### config.mk
export PLATFORM = sky130hd
export DESIGN_NAME = pool_window_buffer
export DESIGN_NICKNAME = d
export VERILOG_FILES = /design/src/rtl/pool_window_buffer.sv
export SDC_FILE = /design/constraint.sdc
export NUM_CORES = 1
export LEC_CHECK = 0
export CAP_MARGIN = 20
export CORE_ASPECT_RATIO = 0.5
export CORE_MARGIN = 5
export CORE_UTILIZATION = 33
export DETAILED_ROUTE_END_ITERATION = 8
export SLEW_MARGIN = 20
export SYNTH_ARGS = -nofsm -noshare
export SYNTH_HDL_FRONTEND = slang
export SYNTH_SLANG_ARGS = --single-unit
### constraint.sdc
create_clock -name clk -period 8.7 [get_ports clk]
set_clock_uncertainty 0.05 [all_clocks]
set_input_delay 1.305 -clock clk [delete_from_list [all_inputs] [get_ports clk]]
set_output_delay 1.305 -clock clk [all_outputs]
set_load 0.01 [all_outputs]
### src/rtl/pool_window_buffer.sv
// pool_window_buffer
// Collects non-overlapping 2x2 windows (stride 2) from a raster-order pixel
// stream using a single line buffer, and presents each window as one packed
// word {top-left, top-right, bottom-left, bottom-right} to the max-pool stage.
//
// Handshake: a beat happens on a side only in a cycle where valid && ready are
// both high at the rising clock edge; a producer holds valid and data stable
// until that beat. in_ready is combinational (!win_valid || win_ready), so a
// full output register can be drained and refilled in the same cycle.
module pool_window_buffer #(
    parameter int INTEGER_BITS     = 9,
    parameter int FIXED_POINT_BITS = 4,
    parameter int IMG_WIDTH        = 28,
    parameter int IMG_HEIGHT       = 28
) (
    input  logic                                          clk,
    input  logic                                          rst_n,
    input  logic                                          in_valid,
    input  logic [INTEGER_BITS+FIXED_POINT_BITS-1:0]      in_data,
    output logic                                          in_ready,
    output logic                                          win_valid,
    output logic [4*(INTEGER_BITS+FIXED_POINT_BITS)-1:0]  win_data,
    input  logic                                          win_ready,
    output logic                                          frame_done
);

    localparam int W  = INTEGER_BITS + FIXED_POINT_BITS;
    localparam int CW = (IMG_WIDTH  > 1) ? $clog2(IMG_WIDTH)  : 1;
    localparam int RW = (IMG_HEIGHT > 1) ? $clog2(IMG_HEIGHT) : 1;

    logic [CW-1:0] col;
    logic [RW-1:0] row;
    logic [W-1:0]  linebuf [IMG_WIDTH];
    logic [W-1:0]  hold;

    logic in_beat;
    logic out_beat;
    logic last_col;
    logic last_row;
    logic form_win;

    assign in_ready = !win_valid || win_ready;
    assign in_beat  = in_valid && in_ready;
    assign out_beat = win_valid && win_ready;
    assign last_col = (col == CW'(IMG_WIDTH - 1));
    assign last_row = (row == RW'(IMG_HEIGHT - 1));
    // A bottom-right pixel only ever lands on an odd row and odd column; the
    // dangling last column/row of an odd-sized image is always even-indexed,
    // so it is accepted and simply never completes a window.
    assign form_win = in_beat && row[0] && col[0];

    // Raster position of the next pixel to be accepted.
    always_ff @(posedge clk or negedge rst_n) begin
        if (!rst_n) begin
            col <= '0;
            row <= '0;
        end else if (in_beat) begin
            if (last_col) begin
                col <= '0;
                row <= last_row ? '0 : row + RW'(1);
            end else begin
                col <= col + CW'(1);
            end
        end
    end

    // Top row of each window pair; contents are don't-care after reset.
    always_ff @(posedge clk) begin
        if (in_beat && !row[0]) begin
            linebuf[col] <= in_data;
        end
    end

    // Bottom-left pixel waits here until its bottom-right partner arrives.
    always_ff @(posedge clk or negedge rst_n) begin
        if (!rst_n) begin
            hold <= '0;
        end else if (in_beat && row[0] && !col[0]) begin
            hold <= in_data;
        end
    end

    // Output register: a freshly formed window wins over a drain in the same cycle.
    always_ff @(posedge clk or negedge rst_n) begin
        if (!rst_n) begin
            win_valid <= 1'b0;
            win_data  <= '0;
        end else if (form_win) begin
            win_valid <= 1'b1;
            win_data  <= {linebuf[col - CW'(1)], linebuf[col], hold, in_data};
        end else if (out_beat) begin
            win_valid <= 1'b0;
        end
    end

    // One-cycle pulse after the final pixel of a frame is accepted.
    always_ff @(posedge clk or negedge rst_n) begin
        if (!rst_n) begin
            frame_done <= 1'b0;
        end else begin
            frame_done <= in_beat && last_col && last_row;
        end
    end

endmodule

### Yosys cells after proc, flatten, opt, wreduce, memory -nomap -nowiden

Memory sizes are Yosys's and may differ from the RTL's. A register that Yosys moved wholly into a read port is not among the register bits.
Index checks and enable logic that the tools add are counted.

* register bits: 77
* bits in writable memories: 364
* input port bits: 17
* output and inout bits: 55
* memories kept: 1

Memory list
* linebuf: words 28, bits a word 13, read ports 2, clocked after memory_dff 2, write ports 1, RTL line 33 `logic [W-1:0] linebuf [IMG_WIDTH];`

* add/sub/neg operators: 3
* equal/unequal tests: 2
* multiplexer cells: 6
* reduce and logical (&&, ||, !) cells: 16

Operators with widths (number)
* adder 5 x 1 -> 5 bit (second input constant): 2
* == test 5 bit (second input constant): 2
* two-way mux 5 bit: 2
* logical AND 1 bit: 8
* zero test 1 bit: 5
* subtractor 5 x 1 -> 5 bit (second input constant): 1
* two-way mux 1 bit: 4
* AND reduction 2 bit: 1
* nonzero test 2 bit: 1
* logical OR 1 bit: 1

### Longest topological paths before layout

* word-level depth: 6
* depth in mapped cells: 13
* mapped depth without buffers: 7

### Worst setup path before layout

No wires, ideal clock.

* path kind: input to register
* start point: input port win_ready
* end point: memory linebuf[5][0] (netlist bit), enable pin
* library setup time: 0.400 ns
* arrival: 2.943 ns
* required time: 8.250 ns
* path slack: 5.307 ns
* stages: 5
* path through: nand2b_1 > nand2_1 > nor2_1 > nand2_1 > nor3_1

* cells in the longest elaborated chain, start to end: 5

Ends and longest elaborated chain
* start, declared: RTL line 23 `input logic win_ready,`
* logical OR 1 bit: RTL line 42 `assign in_ready = !win_valid || win_ready;`
* logical AND 1 bit: RTL line 43 `assign in_beat = in_valid && in_ready;`
* logical AND 1 bit: RTL line 69 `if (in_beat && !row[0]) begin`
* two-way mux 1 bit: RTL line 69
* two-way mux 1 bit (implied by the code): RTL line 70 `linebuf[col] <= in_data;`
* end, declared: RTL line 33

No other way between the ends.

### Worst setup path in the final report

* start point: register col[1]
* end point: register win_data[41], read port of linebuf

* cells in the longest elaborated chain, start to end: 1

Ends and longest elaborated chain
* start, declared: RTL line 31 `logic [CW-1:0] col;`
* start signal, assigned: RTL line 62 `col <= col + CW'(1);`
* subtractor 5 x 1 -> 5 bit: RTL line 90 `win_data <= {linebuf[col - CW'(1)], linebuf[col], hold, in_data};`
* end, declared: RTL line 22 `output logic [4*(INTEGER_BITS+FIXED_POINT_BITS)-1:0] win_data,`

No other way between the ends.
A chain may end at the register's enable or synchronous reset.

==> impl_metrics.toml <==
[outcome]
status = "complete, no violations"

[placement]
post-place-ws_ns = 3.72
gp_congestion = 0.859
dp_hpwl_um = 35100
numPortBuffers = 71

[grt]
antenna_found_initial = 2
grt_pass1_vias = 11600
grt_overflow = 0
grt_util_all_layers = 0.168
grt_pass1_wl_um = 80200
grt_max_degree = 64

[detailed_routing]
vias_per_cell = 5.68
drt-pass1-iter-count = 7
top_layer = "met5"
vias = 11600
drt-initial-drc-count = 1456
wl_met3_um = 4510
routed-wl-met2_um = 26300
routed_wirelength_um = 55200
routedWlPerCell_um = 26.9
met1_length_um = 22500
drc = 0
postRouteAntennaNets = 0

[floorplan]
die_h_um = 181
initial_core_util = 0.335
num_rows = 62
fp.dieArea_um2 = 63800
dieWidth_um = 352
core_um2 = 57700
ios = 72

[synth]
synth_seq_cells = 441
synth_cell_types = 45
synthMuxAreaShare = 0.187
synth_edf_count = 364
yosys.area_share.simple = 0.0602
async_flop_share = 0.175
synth_top_family_by_area = "multiplexers"
synthAdderAreaFrac = 0.00324
synthCells = 1174
synth.avg_cell_area_um2 = 16.5
ys_seq_area_frac = 0.665
synth_compound_area_frac = 0.0589
synth_area_um2 = 19300
yosys.area_share.xor_xnor = 0.00226
synth_ff_type = "edfxtp_1"
synth_nets = 1196
yosysWarnings = 0

[timing]
setup_viol = 0
rsz0062_at_grt = "no"
finalHoldViolCount = 0
drv_slew = 0
max_freq_mhz = 195
worstMarginPinSlew_ns = 1.31
tns_ns = 0
relSlewSlack = 0.126
fin_crit_ns = 5.13
finalCritPeriodShare = 0.589
setup_slack_ns = 3.57

[final_layout]
area_delta_synth_final_pct = 16.6
final_common_cell = "edfxtp_1"
multi_input_area_um2 = 6230
layout_common_cells = "edfxtp_1 (364), nand2_1 (148), mux4_2 (123)"
nets = 1268
n_antenna_cell = 0
fillCellCount = 5274
seqCellArea_um2 = 12900
layout-drive-gt1-share = 0.228

[cts]
clkSlewWorstSetupHoldPaths_ns = 0.06
htree_levels = 2
cts_resized = 0
holdBufCountCts = 0
clk_latency_ns = 0.57
cts-root-buf = "clkbuf_16"
cts_buffers = 44
tritoncts = "done"
post_cts_buffers = 0
clk_path_buf_depth = 3
cts_sinks = 441

[setup_path]
end_kind = "flip-flop"
crit_path_max_fanout = 54
reg2regPathDepth = 7
reg2reg_from = "col[1]"
cp.arrival_ns = 5.44
rr_endpoint = "win_data[41]"
critical_path_class = "reg -> reg"
critPathLaunchType = "flip-flop"
r2r_setup_slack_ns = 3.57
required_ns = 9.02

[worst_hold_path]
hp-class = "reg -> reg"
min_to = "win_data[21]"
whs_path_depth = 2
hold_start = "hold[8]"

[power]
ir_drop_mv = 0.193
p_leak_uw = 0.00755
power_density_nw_per_um2 = 337

[job]
maxCapViolCount = 0
-- registers in the layout (all words and copies together), names as in the netlist --
name	cells
hold	13
row	5
win_data	52
col	5
win_valid	1
frame_done	1
linebuf	364
-- worst max-delay path, cell delays in order, from the launching register on --
cell	delay, ns
dfrtp_4	1.10
inv_1	0.28
ha_4	0.79
buf_4	0.79
mux4_2	0.42
a21boi_0	0.14
a2111oi_1	1.17
a211oi_1	0.10
-- routing by layer --
metal  vias up  track usage
li1       4829            -
met1      6138        0.225
met2       574        0.278
met3        95       0.0326
met4         2       0.0561
met5         -            0
-- logic make-up (layout without fill, tap and decap cells) --
kind of cell / Yosys count / count (layout)
DFF: 441 / 441
and+or+nand+nor: 276 / 276
muxes: 194 / 194
AOI/OAI and AO/OA: 169 / 169
buffers and inverters: 84 / 190
adders and majority gates: 5 / 5
xor gates and xnor gates: 5 / 5
-- per-stage QoR --
step / power [µW] / hold slack (ns) / cells / util / instance area (µm²)
after global placement: 5580 / 0.392 / 1966 / 0.364 / 21000
after detailed placement: 5630 / 0.401 / 1967 / 0.364 / 21000
after global routing: 7890 / 0.443 / 2048 / 0.391 / 22500
final: 7590 / 0.411 / 2048 / 0.391 / 22500
after CTS: 7610 / 0.413 / 2047 / 0.390 / 22500
after floorplan: 4500 / 0.383 / 1174 / - / 19300
-- synth_stat cells, types with 13 or more instances --
cell type    n  share of area
a221oi_1    13         0.0059
o21ai_0     30         0.0078
nor2b_1     16         0.0052
a21oi_1     34         0.0088
a2111oi_0   17         0.0077
mux2i_1     40          0.021
a211oi_1    27          0.010
dfrtp_1     77           0.10
nand2_1    148          0.029
buf_2       37         0.0096
mux4_2     123           0.14
nor2_1      68          0.013
mux2_2      24          0.014
nor3_1      13         0.0034
a21boi_0    13         0.0050
clkbuf_1    21         0.0041
edfxtp_1   364           0.57
-- where the power goes --
part	internal (µW)	switching, µW
clock network	1170	811
registers	2540	242
logic	1180	1650
total	4880	2700
-- cell type report --
type	instances	share of cell area
Clock buffer	54	0.0537
Inverter	3	0.000500
Timing Repair Buffer	107	0.0430
Clock inverter	26	0.0129
Tap cell	768	0.0426
Multi-Input combinational cell	649	0.276
Sequential cell	441	0.571
-- worst max-delay path by stage --
| stage | from | cells after the start | end | slack, ns |
|---|---|---|---|---|
| floorplan | win_ready | 5 | linebuf[5][0] | 5.31 |
| global placement | col[1] | 7 | win_data[41] | 3.49 |
| detailed placement | col[1] | 7 | win_data[41] | 3.72 |
| CTS | col[1] | 7 | win_data[41] | 3.70 |
| global route | col[1] | 7 | win_data[41] | 3.43 |
| finish | col[1] | 7 | win_data[41] | 3.57 |
Note: power is estimated with default switching activity, not from simulation.
